## config.mk

```make
export PLATFORM = sky130hd
export DESIGN_NAME = fetch_stage
export DESIGN_NICKNAME = d
export VERILOG_FILES = /design/src/rtl/cpu_pkg.sv /design/src/rtl/fetch_skid_buf.sv /design/src/rtl/fetch_stage.sv
export SDC_FILE = /design/constraint.sdc
export NUM_CORES = 1
export LEC_CHECK = 0
export CAP_MARGIN = 20
export CELL_PAD_IN_SITES_DETAIL_PLACEMENT = 1
export CELL_PAD_IN_SITES_GLOBAL_PLACEMENT = 2
export CORE_MARGIN = 1
export CORE_UTILIZATION = 34
export CTS_CLUSTER_DIAMETER = 30
export DETAILED_ROUTE_END_ITERATION = 6
export PLACE_DENSITY_LB_ADDON = 0.1
export SLEW_MARGIN = 10
export SYNTH_ARGS = -nofsm -noshare
export SYNTH_HDL_FRONTEND = slang
export SYNTH_SLANG_ARGS = --single-unit
```

## constraint.sdc

```tcl
create_clock -name clk -period 4.95 [get_ports clk]
set_input_delay 0.99 -clock clk [delete_from_list [all_inputs] [get_ports clk]]
set_output_delay 0.99 -clock clk [all_outputs]
set_load 0.05 [all_outputs]
```

## src/rtl/cpu_pkg.sv

```systemverilog
// Shared fetch-side types and constants for the CPU front end.
// Pure definitions; no timing.
// Imported by fetch_stage and fetch_skid_buf.
package cpu_pkg;

  localparam int PC_W    = 32;
  localparam int INSTR_W = 32;

  // All-zero word decodes as SLL r0,r0,0, i.e. a harmless bubble.
  localparam logic [INSTR_W-1:0] NOP_INSTR = 32'h0000_0000;

  typedef enum logic [1:0] {
    REQ  = 2'd0,
    WAIT = 2'd1,
    HOLD = 2'd2
  } fetch_state_t;

endpackage

```

## src/rtl/fetch_skid_buf.sv

```systemverilog
// One-entry {instr, pc} park slot for a fetched word that arrives while IF/ID is stalled.
// Latency: push visible on full_o/instr_o/pc_o the edge after push_i.
// Backpressure: caller must not push while full; clear_i wins over push_i, push_i over pop_i.
module fetch_skid_buf
  import cpu_pkg::*;
#(
  parameter int PC_W = 32
) (
  input  logic               clk,
  input  logic               rst_n,
  input  logic               push_i,
  input  logic               pop_i,
  input  logic               clear_i,
  input  logic [INSTR_W-1:0] instr_i,
  input  logic [PC_W-1:0]    pc_i,
  output logic               full_o,
  output logic [INSTR_W-1:0] instr_o,
  output logic [PC_W-1:0]    pc_o
);

  logic               full_q;
  logic [INSTR_W-1:0] instr_q;
  logic [PC_W-1:0]    pc_q;

  // Occupancy and payload; a cleared entry keeps stale payload since full_q gates it.
  always_ff @(posedge clk or negedge rst_n) begin
    if (!rst_n) begin
      full_q  <= 1'b0;
      instr_q <= NOP_INSTR;
      pc_q    <= '0;
    end else if (clear_i) begin
      full_q <= 1'b0;
    end else if (push_i) begin
      full_q  <= 1'b1;
      instr_q <= instr_i;
      pc_q    <= pc_i;
    end else if (pop_i) begin
      full_q <= 1'b0;
    end
  end

  assign full_o  = full_q;
  assign instr_o = instr_q;
  assign pc_o    = pc_q;

endmodule

```

## src/rtl/fetch_stage.sv

```systemverilog
// Instruction fetch (PC + req/gnt/rvalid port) feeding the IF/ID pipeline register. FETCH_PERF_EN adds perf counters.
// Latency: IF/ID loads the edge after rvalid; 1 instruction per 2 cycles with a 1-cycle memory.
// Backpressure: stall parks one word in the skid and suppresses new requests until it drains.
module fetch_stage
  import cpu_pkg::*;
#(
  parameter int              PC_W     = 32,
  parameter logic [PC_W-1:0] RESET_PC = '0
) (
  input  logic              clk,
  input  logic              rst_n,
  input  logic              stall,
  input  logic              flush,
  input  logic              redirect,
  input  logic [PC_W-1:0]   redirect_pc,
  output logic              imem_req,
  output logic [PC_W-1:0]   imem_addr,
  input  logic              imem_gnt,
  input  logic              imem_rvalid,
  input  logic [31:0]       imem_rdata,
  output logic              if_id_valid,
  output logic [31:0]       if_id_instr,
  output logic [PC_W-1:0]   if_id_pc,
  output logic [PC_W-1:0]   if_id_pc4,
  output logic [5:0]        opcode,
  output logic [5:0]        funct
`ifdef FETCH_PERF_EN
  ,
  output logic [31:0]       perf_fetched,
  output logic [31:0]       perf_stall
`endif
);

  fetch_state_t        state_q;
  logic [PC_W-1:0]     pc_q, pc_d;
  logic                drop_q;

  logic                valid_q;
  logic [INSTR_W-1:0]  instr_q;
  logic [PC_W-1:0]     if_pc_q, if_pc4_q;

  logic                skid_full;
  logic [INSTR_W-1:0]  skid_instr;
  logic [PC_W-1:0]     skid_pc;

  logic                deliver, skid_push, skid_pop, skid_clr;
  logic [PC_W-1:0]     redirect_tgt;

  assign redirect_tgt = redirect_pc & ~PC_W'(3);

  // A returning word is kept only if it was not cancelled earlier or by a redirect this cycle.
  assign deliver   = (state_q == WAIT) && imem_rvalid && !drop_q && !redirect;
  assign skid_push = deliver && stall && !flush;
  assign skid_clr  = flush || redirect;
  assign skid_pop  = skid_full && !stall && !skid_clr;

  // Next PC: redirect wins, otherwise advance past each kept word.
  always_comb begin
    pc_d = pc_q;
    if (redirect) begin
      pc_d = redirect_tgt;
    end else if (deliver) begin
      pc_d = pc_q + PC_W'(4);
    end
  end

  // Fetch FSM, PC and in-flight drop tracking.
  always_ff @(posedge clk or negedge rst_n) begin
    if (!rst_n) begin
      state_q <= REQ;
      pc_q    <= RESET_PC;
      drop_q  <= 1'b0;
    end else begin
      pc_q <= pc_d;
      case (state_q)
        REQ: begin
          if (imem_gnt) begin
            state_q <= WAIT;
            drop_q  <= redirect;
          end
        end
        WAIT: begin
          if (imem_rvalid) begin
            drop_q  <= 1'b0;
            state_q <= skid_push ? HOLD : REQ;
          end else if (redirect) begin
            drop_q <= 1'b1;
          end
        end
        HOLD: begin
          // Skid is empty next cycle if it pops or is cleared now.
          if (!stall || skid_clr) begin
            state_q <= REQ;
          end
        end
        default: state_q <= REQ;
      endcase
    end
  end

  // Request is held low throughout reset even though the state already reads REQ.
  assign imem_req  = (state_q == REQ) && rst_n;
  assign imem_addr = {pc_q[PC_W-1:2], 2'b00};

  fetch_skid_buf #(
    .PC_W (PC_W)
  ) u_skid (
    .clk     (clk),
    .rst_n   (rst_n),
    .push_i  (skid_push),
    .pop_i   (skid_pop),
    .clear_i (skid_clr),
    .instr_i (imem_rdata),
    .pc_i    (pc_q),
    .full_o  (skid_full),
    .instr_o (skid_instr),
    .pc_o    (skid_pc)
  );

  // IF/ID register: flush > stall > skid drain > fresh word > bubble.
  always_ff @(posedge clk or negedge rst_n) begin
    if (!rst_n) begin
      valid_q  <= 1'b0;
      instr_q  <= NOP_INSTR;
      if_pc_q  <= '0;
      if_pc4_q <= '0;
    end else if (flush) begin
      valid_q <= 1'b0;
      instr_q <= NOP_INSTR;
    end else if (stall) begin
      valid_q <= valid_q;
    end else if (skid_pop) begin
      valid_q  <= 1'b1;
      instr_q  <= skid_instr;
      if_pc_q  <= skid_pc;
      if_pc4_q <= skid_pc + PC_W'(4);
    end else if (deliver) begin
      valid_q  <= 1'b1;
      instr_q  <= imem_rdata;
      if_pc_q  <= pc_q;
      if_pc4_q <= pc_q + PC_W'(4);
    end else begin
      valid_q <= 1'b0;
      instr_q <= NOP_INSTR;
    end
  end

  assign if_id_valid = valid_q;
  assign if_id_instr = instr_q;
  assign if_id_pc    = if_pc_q;
  assign if_id_pc4   = if_pc4_q;
  assign opcode      = instr_q[31:26];
  assign funct       = instr_q[5:0];

`ifdef FETCH_PERF_EN
  logic [31:0] perf_fetched_q, perf_stall_q;

  // Free-running wrap-around counters of kept words and stalled cycles.
  always_ff @(posedge clk or negedge rst_n) begin
    if (!rst_n) begin
      perf_fetched_q <= '0;
      perf_stall_q   <= '0;
    end else begin
      if (deliver) perf_fetched_q <= perf_fetched_q + 32'd1;
      if (stall)   perf_stall_q   <= perf_stall_q + 32'd1;
    end
  end

  assign perf_fetched = perf_fetched_q;
  assign perf_stall   = perf_stall_q;
`endif

endmodule
```

==> results of run 1 <==
-- worst paths after layout --
path                               start               to  cells after the start
max                                rst_n         imem_req                      3
min                                rst_n   u_skid.pc_o[3]                      1
max reg2reg                u_skid.full_o      if_id_pc[2]                      6
min reg2reg                  if_id_pc[5]      if_id_pc[5]                      2
max in group asynchronous          rst_n  if_id_instr[31]                      3
min in group clk             if_id_pc[5]      if_id_pc[5]                      2
-- state kept, by name (all words and copies together) (netlist names) --
signal and flops:
if_id_instr 32, u_skid.instr_o 32, if_id_pc4 30, if_id_pc 30, pc_q 30, u_skid.pc_o 30, state_q 2, drop_q 1
if_id_valid 1, u_skid.full_o 1
-- synthesized netlist by cell type (all sizes together), types with 2 or more instances --
library cell	instances	area, µm²
a21o	2	15.0
nand2	139	522
nand3	19	105
nor3	46	230
nand4	26	184
o21ai	79	395
o211ai	4	30.0
a221o	3	30.0
buf	45	279
a21boi	2	15.0
inv	7	26.3
nor4	12	121
o31ai	3	22.5
ha	2	25.0
mux2	61	687
or3	5	31.3
nor2b	25	156
and4	9	78.8
and3	5	31.3
clkbuf	55	209
xor2	29	254
o21a	4	30.0
mux2i	35	350
nor2	27	101
a21oi	13	65.1
xnor2	45	394
and2	10	62.6
a221oi	21	184
o221ai	7	67.6
or4	5	45.0
a22oi	11	82.6
a32oi	2	17.5
dfrtp	189	4730
-- stage by stage --
step                      hold slack [ns]  utilization (%)  std cells
after global routing                0.459             44.9       1495
after global placement              0.461             42.7       1463
after floorplan                     0.471                -        964
after CTS                           0.455             44.9       1495
final                               0.453             44.9       1497
after detailed placement            0.471             42.7       1463
-- final cells by class --
cell class	count	area, µm²
antenna	2	5.00
clock buffer	19	453
clock inverter	13	173
fill	3049	15300
inverter	7	26.3
multi-input combinational	668	4480
sequential	189	4730
tap	378	473
timing repair buffer	221	2180
-- logic make-up after synthesis --
| family | share of synthesized area [%] |
|---|---|
| simple gates | 17.8 |
| flops | 48.9 |
| compound gates | 10.3 |
| buf+inv | 5.31 |
| mux | 10.7 |
| xor+xnor | 6.70 |
| fa+ha+maj | 0.259 |
| other cells | 0.0388 |
-- power breakdown --
| group | switching, µW | leakage, µW | internal [µW] |
|---|---|---|---|
| logic | 1040 | 0.00255 | 648 |
| registers | 315 | 0.00244 | 1870 |
| clock network | 697 | 0.000306 | 757 |
-- layer usage --
layer,share of wire (%),global-route usage [%],vias up
met4,1.5,6.38,4
met5,0.082,0,-
met2,45,32.0,169
met1,47,28.8,3741
met3,6.5,5.71,26
li1,-,-,3652
==> impl_results.md, run 1 <==
- Initial DRC count: 333
- First-pass GRT wire length: 46.3 mm
- Mean post-synth cell area: 10.1 µm²
- Clk sink count: 189
- Max-cap viol count: 0
- Most common cell after layout, fill and taps aside: clkdlybuf4s50_1
- IR drop worst, VDD: 0.161 mV
- Crit. End Element: output pin
- Cell row count: 61
- Synth-to-layout area growth: 29.4%
- 1st-pass router iterations: 4
- Share of post-route cells with drive strength above 1: 11.8%
- Post-route ant nets: 0
- CP Launch Type: primary input
- Clock edge transition at the registers on the reported setup and hold paths: 0.07 ns
- CP bufs+invs: 2
- Placed inst area: 11900 µm²
- Post-CTS Setup Bufs: 0
- Worst min-delay path class: primary input to asynchronous set/reset pin
- Slew Viols, Final: 0
- Largest stage delay, worst path: 0.82 ns
- Cell Chain, Critical Path: clkbuf_8 > and2_1 > clkdlybuf4s50_1
- Setup WS pre-CTS: 1.21 ns
- RD Place Congestion: 0.777
- Post-CTS sizing: 0
- GRT Residual Overflow: 0
- Clk buf depth: 2
- Worst Tran Pin Value: 1.11 ns
- Pwr dens: 426 nW/µm²
- Crit-path max FO: 34
- Worst reg-to-reg setup slack: 1.77 ns
- Vias in the first global route: 7820
- Async SR Flop Fraction: 100%
- CP max-delay cell: clkdlybuf4s50_1
- Synth Warn #: 0
- CTS root buf: clkbuf_16
- Routed via count: 7592
- Count of final setup violators: 0
- Leak: 0.00530 µW
- Largest net degree at the start of global routing: 68
- Tmin final: 3.31 ns
- Nets: 1177
- FF+latch count, synth: 189
- Pwr Total: 5330 µW
- TritonCTS clock tree: built
- Max Freq: 0.302 GHz
- # H-tree levels: 4
- Type of the worst setup path: primary input to output pin
- Skew final: 0.0158 ns
- Cells after Synth: 959
- Core Box Area: 27900 µm²
- Initial antenna violation count: 3
- Final hold violation count: 0
- Die span in y: 171 µm
- Die area: 29100 µm²
- Mapped Area: 9680 µm²
- Seq/Total Area, Yosys: 48.9%
- CP delay by family, top: buffers and inverters
- Die width: 171 µm
- Clk Latency, worst-skew pair: 0.44 ns
- IO Count: 213
- Starting Density: 34.7%
- Tot GR Track Use: 21.0%
- Setup ws final: 1.64 ns
- Post-synth top flop: dfrtp_1
- Critical Path AT: 2.32 ns
- Required time of the critical path: 3.96 ns
- WL per Instance: 19.5 µm
- RSZ-0062 raised after global routing: false
- CTS Buf Count: 17
- Mean number of vias per cell: 5.07
- Crit share post-route: 66.9%
- Outcome: completed
- PortBufs: 204
- DRC viols: 0
- WL final: 29.2 mm
- Yosys cell types: 58
- Non-Filler Cell Area, Final: 12500 µm²
- Number of synthesized flops with an enable pin: 0
- Hpwl dp: 21.1 mm
- Hold-fix buffers at CTS: 0
- Worst rel slew slack: 26.0%
- Most frequent cells in the layout: clkdlybuf4s50_1 (202), dfrtp_1 (189), nand2_1 (138), o21ai_0 (73), mux2_2 (61)
- Setup TNS: 0 ns
Note: power is estimated with default switching activity, not from simulation.
==> inputs of run 2 (changes only) <==
--- a/config.mk
+++ b/config.mk
@@ -9,7 +9,7 @@
 export CELL_PAD_IN_SITES_DETAIL_PLACEMENT = 1
 export CELL_PAD_IN_SITES_GLOBAL_PLACEMENT = 2
 export CORE_MARGIN = 1
-export CORE_UTILIZATION = 34
+export CORE_UTILIZATION = 32
 export CTS_CLUSTER_DIAMETER = 30
 export DETAILED_ROUTE_END_ITERATION = 6
 export PLACE_DENSITY_LB_ADDON = 0.1
==> constraint.sdc (replaced) <==
create_clock -name clk -period 3.44 [get_ports clk]
set_input_delay 0.688 -clock clk [delete_from_list [all_inputs] [get_ports clk]]
set_output_delay 0.688 -clock clk [all_outputs]
set_load 0.05 [all_outputs]
==> run 2 against run 1 <==
  * Register-to-register slack got worse by 0.94 ns
  * Utilization fell by 2.6 points
  * Largest power group unchanged
  * Highest routed layer unchanged
  * Power rose by 45%
  * Worst setup slack got worse by 0.89 ns
  * Clock skew fell by 0.0030 ns
  * Final cell count rose by 1.2%
  * Combinational power rose by 44%
  * Flip-flop and latch count did not move
==> impl_results.md, run 2 (synthesis gave the netlist of run 1 again) <==
- Worst Tran Pin Value: 0.975 ns
- Count of final setup violators: 0
- Core Box Area: 29700 µm²
- FILL cells: 3271
- Initial DRC count: 388
- 1st-pass router iterations: 4
- GRT Residual Overflow: 0
- Max Freq: 0.371 GHz
- Skew final: 0.0128 ns
- Met2 Track Usage GR: 30.5%
- Most frequent cells in the layout: clkdlybuf4s50_1 (201), dfrtp_1 (189), nand2_1 (138), o21ai_0 (73), mux2_2 (61)
- GR Layer Usage met3: 6.23%
- Starting Density: 32.6%
- Crit share post-route: 78.3%
- Outcome: completed
- CTS Buf Count: 17
- Initial antenna violation count: 7
- Mean number of vias per cell: 5.04
- Post-CTS sizing: 0
- Routed via count: 7638
- Slew Viols, Final: 0
- Nets: 1183
- TritonCTS clock tree: built
- Clock edge transition at the registers on the reported setup and hold paths: 0.07 ns
- Worst min-delay path class: primary input to asynchronous set/reset pin
- Required time of the critical path: 2.75 ns
- IR drop worst, VDD: 0.277 mV
- Crit-path max FO: 9
- Worst hold margin: 0.420 ns
- Largest stage delay, worst path: 0.97 ns
- Cell row count: 63
- Vias in the first global route: 7926
- Tot GR Track Use: 20.0%
- Type of the worst setup path: flop to output pin
- Tmin final: 2.69 ns
- Synth-to-layout area growth: 30.2%
- DRC viols: 0
- PortBufs: 204
- Setup ws final: 0.748 ns
- CP Launch Type: flop
- Clk Latency, worst-skew pair: 0.44 ns
- Crit. End Element: output pin
- Final hold violation count: 0
- Pwr dens: 612 nW/µm²
- Most common cell after layout, fill and taps aside: clkdlybuf4s50_1
- CTS root buf: clkbuf_16
- Gr busiest metal: met2
- WL final: 29.7 mm
- CP delay by family, top: buffers and inverters
- RD Place Congestion: 0.786
- Pwr Total: 7700 µW
- Hpwl dp: 20.7 mm
- CP bufs+invs: 1
- Hold-fix buffers at CTS: 0
- Met1 GRT Util: 27.4%
- WL per Instance: 19.6 µm
- Largest net degree at the start of global routing: 137
- RSZ-0062 raised after global routing: false
- Post-route ant nets: 0
- Setup TNS: 0 ns
- Clk buf depth: 2
- Final core occ: 42.4%
- Critical Path AT: 2.00 ns
- Clk sink count: 189
- First-pass GRT wire length: 47.1 mm
- Setup WS pre-CTS: 0.573 ns
- Leak: 0.00534 µW
- IO Count: 213
- Worst rel slew slack: 35.0%
- Share of post-route cells with drive strength above 1: 12.2%
- # H-tree levels: 4
- CP max-delay cell: clkdlybuf4s50_1
- Die area: 30900 µm²
- Cell Chain, Critical Path: clkdlybuf4s50_1
- Post-CTS Setup Bufs: 0
- Max-cap viol count: 0
- Die span in y: 176 µm
- Die width: 176 µm
-- run 2: cell type report --
class / count / area (µm²) / area share (%)
Antenna cell: 2 / 5.00 / 0.0397
Clock buffer: 19 / 433 / 3.44
Timing Repair Buffer: 227 / 2260 / 17.9
Sequential cell: 189 / 4730 / 37.5
Inverter: 7 / 26.3 / 0.209
Tap cell: 390 / 488 / 3.87
Multi-Input combinational cell: 668 / 4480 / 35.6
Clock inverter: 13 / 175 / 1.39
-- run 2: layer usage --
| layer | routed length [µm] | vias up | share of wire, % |
|---|---|---|---|
| li1 | - | 3647 | - |
| met1 | 14000 | 3783 | 47 |
| met2 | 13300 | 168 | 45 |
| met3 | 1930 | 30 | 6.5 |
| met4 | 364 | 10 | 1.2 |
| met5 | 72 | - | 0.24 |
-- run 2: stage by stage --
step / instance area (µm²) / cells
after floorplan: 9690 / 964
after global placement: 12000 / 1481
after detailed placement: 12000 / 1481
after CTS: 12600 / 1513
after global routing: 12600 / 1513
final: 12600 / 1515
-- run 2: worst paths after layout --
kind | depth (start not counted) | slack (ns) | from | endpoint
worst min-delay path | 2 | 0.42 | rst_n | pc_q[17]
min in group clk | 2 | 0.48 | if_id_pc[31] | if_id_pc[31]
worst max register to register | 6 | 0.83 | pc_q[3] | if_id_pc4[26]
worst min register to register | 2 | 0.48 | if_id_pc[31] | if_id_pc[31]
worst max-delay path | 1 | 0.75 | pc_q[15] | imem_addr[15]
max in group asynchronous | 2 | 2.31 | rst_n | if_id_instr[7]
-- run 2: worst register-to-register path, cell delays in order (launching register included) --
cell	delay, ns
dfrtp_1	0.50
ha_1	0.31
nand3_2	0.20
or4_1	0.74
o21a_1	0.25
o21ai_0	0.34
o211ai_1	0.15
-- run 2: power breakdown --
group	leakage, µW	switching, µW	internal, µW	total, µW
logic	0.00260	1500	941	2440
clock network	0.000296	950	1170	2120
registers	0.00244	449	2700	3150
==> inputs of run 3 (changes only) <==
==> constraint.sdc (replaced) <==
create_clock -name clk -period 2.5 [get_ports clk]
set_input_delay 0.5 -clock clk [delete_from_list [all_inputs] [get_ports clk]]
set_output_delay 0.5 -clock clk [all_outputs]
set_load 0.05 [all_outputs]
==> run 3 against run 2 <==
  * Critical endpoint is now imem_addr[22]
  * Worst setup slack worse by 0.67 ns
  * Via count rose by 1.3%
  * Cell area grew 2.8%
  * Register-to-register slack worse by 0.58 ns
  * Highest routed layer unchanged
  * Utilization is 1.2 points higher
==> impl_results.md, run 3 (synthesis gave the netlist of run 1 again) <==
- Largest stage delay, worst path: 0.91 ns
- CP Launch Type: flop
- Outcome: completed
- RSZ-0062 raised after global routing: false
- R2R cell count: 6
- Max-cap viol count: 0
- Int Pwr: 6420 µW
- Core Box Area: 29700 µm²
- Cell Chain, Critical Path: clkdlybuf4s50_1
- Starting Density: 32.6%
- Clock edge transition at the registers on the reported setup and hold paths: 0.08 ns
- Clk Latency, worst-skew pair: 0.43 ns
- Synth-to-layout area growth: 33.8%
- Count of final setup violators: 0
- IR drop worst, VDD: 0.433 mV
- Switching Fraction: 38.7%
- Crit share post-route: 96.7%
- CP delay by family, top: buffers and inverters
- Hold Path Depth: 1
- WL final: 30.0 mm
- Tot GR Track Use: 20.1%
- Max Freq: 0.414 GHz
- Worst rel slew slack: 53.8%
- PortBufs: 204
- DRC viols: 0
- Setup TNS: 0 ns
- Clock power share: 25.8%
- Crit. End Element: output pin
- CTS root buf: clkbuf_16
- Cell row count: 63
- Most common cell after layout, fill and taps aside: clkdlybuf4s50_1
- Clk buf depth: 2
- Most frequent cells in the layout: clkdlybuf4s50_1 (198), dfrtp_1 (187), nand2_1 (138), o21ai_0 (73), mux2_2 (61)
- Nets: 1226
- IO Count: 213
- CP max-delay cell: clkdlybuf4s50_1
- # H-tree levels: 4
- Pwr dens: 808 nW/µm²
- FILL cells: 3269
- Post-CTS Setup Bufs: 0
- Slew Viols, Final: 0
- Leak: 0.00557 µW
- Non-filler cells, final: 1561
- GRT Residual Overflow: 0
- Routed via count: 7739
- Comb pwr share: 33.4%
- Critical Path AT: 1.92 ns
- WL per Instance: 19.2 µm
- 1st-pass router iterations: 4
- TritonCTS clock tree: built
- Tmin final: 2.42 ns
- Die area: 30900 µm²
- Share of post-route cells with drive strength above 1: 15.8%
- Die span in y: 176 µm
- RD Place Congestion: 0.820
- Worst Tran Pin Value: 0.694 ns
- Sw Pwr: 4050 µW
- Vias in the first global route: 8170
- Sequential Power Share: 40.8%
- Crit-path max FO: 11
- First-pass GRT wire length: 47.7 mm
- Die width: 176 µm
- Mean number of vias per cell: 4.96
- Initial DRC count: 479
- Post-Place Cells: 1523
- CTS Buf Count: 17
- Worst min-delay path class: flop to flop
- Post-route ant nets: 0
- Critical Path Stages: 1
- Initial antenna violation count: 7
- Largest net degree at the start of global routing: 125
- Final hold violation count: 0
- CP bufs+invs: 1
- Hpwl dp: 21.8 mm
- Type of the worst setup path: flop to output pin
- Skew final: 0.0187 ns
- Clk sink count: 189
- Required time of the critical path: 2.00 ns
-- run 3: worst paths after layout --
path                              start            end  slack (ns)
hold reg to reg            if_id_pc[25]   if_id_pc[25]        0.48
min in group asynchronous         rst_n    if_id_pc[7]        0.50
setup / recovery               pc_q[22]  imem_addr[22]        0.08
hold / removal             if_id_pc[25]   if_id_pc[25]        0.48
setup reg to reg                pc_q[2]       pc_q[28]        0.25
max in group asynchronous         rst_n        pc_q[3]        1.00
-- run 3: stage by stage --
stage          worst slack, ns  hold WS (ns)  util [%]  power [µW]  instance area, µm²
2_1_floorplan            0.110         0.204         -        6490                9700
3_3_place_gp             0.198         0.391      41.6        7780               12400
3_5_place_dp             0.158         0.389      41.6        7860               12400
4_1_cts                 0.0220         0.488      43.5       10600               12900
5_1_grt                 0.0139         0.504      43.5       11000               12900
6_report                0.0818         0.479      43.6       10500               12900
-- run 3: layer usage --
layer	track usage, %	vias to the layer above	share of wire [%]	wire length (µm)
met3	6.02	22	6.6	1990
met2	31.0	151	45	13500
met5	0	-	0.087	26
met1	27.4	3820	47	14200
met4	4.67	4	1.1	330
li1	-	3742	-	-
-- run 3: what timing repair did --
action	CTS	global route
hold buffers	1	0
endpoints found under the hold margin	18	0
setup endpoints to repair	0	1
resized for setup	0	1
-- run 3: cell type report --
cell class | instances | area [µm²] | share of cell area (%)
Antenna cell | 5 | 12.5 | 0.0966
Clock buffer | 19 | 443 | 3.42
Clock inverter | 13 | 119 | 0.918
Inverter | 7 | 26.3 | 0.203
Multi-Input combinational cell | 668 | 4480 | 34.6
Sequential cell | 189 | 4730 | 36.6
Tap cell | 390 | 488 | 3.77
Timing Repair Buffer | 270 | 2650 | 20.4
-- run 3: power groups by stage --
stage               Clock [µW]  Sequential, µW  Combinational (µW)
finish                    2700            4260                3500
global route              2900            4370                3730
CTS                       2780            4270                3540
detailed placement           0            4330                3530
global placement             0            4300                3480
floorplan                    0            5430                1060
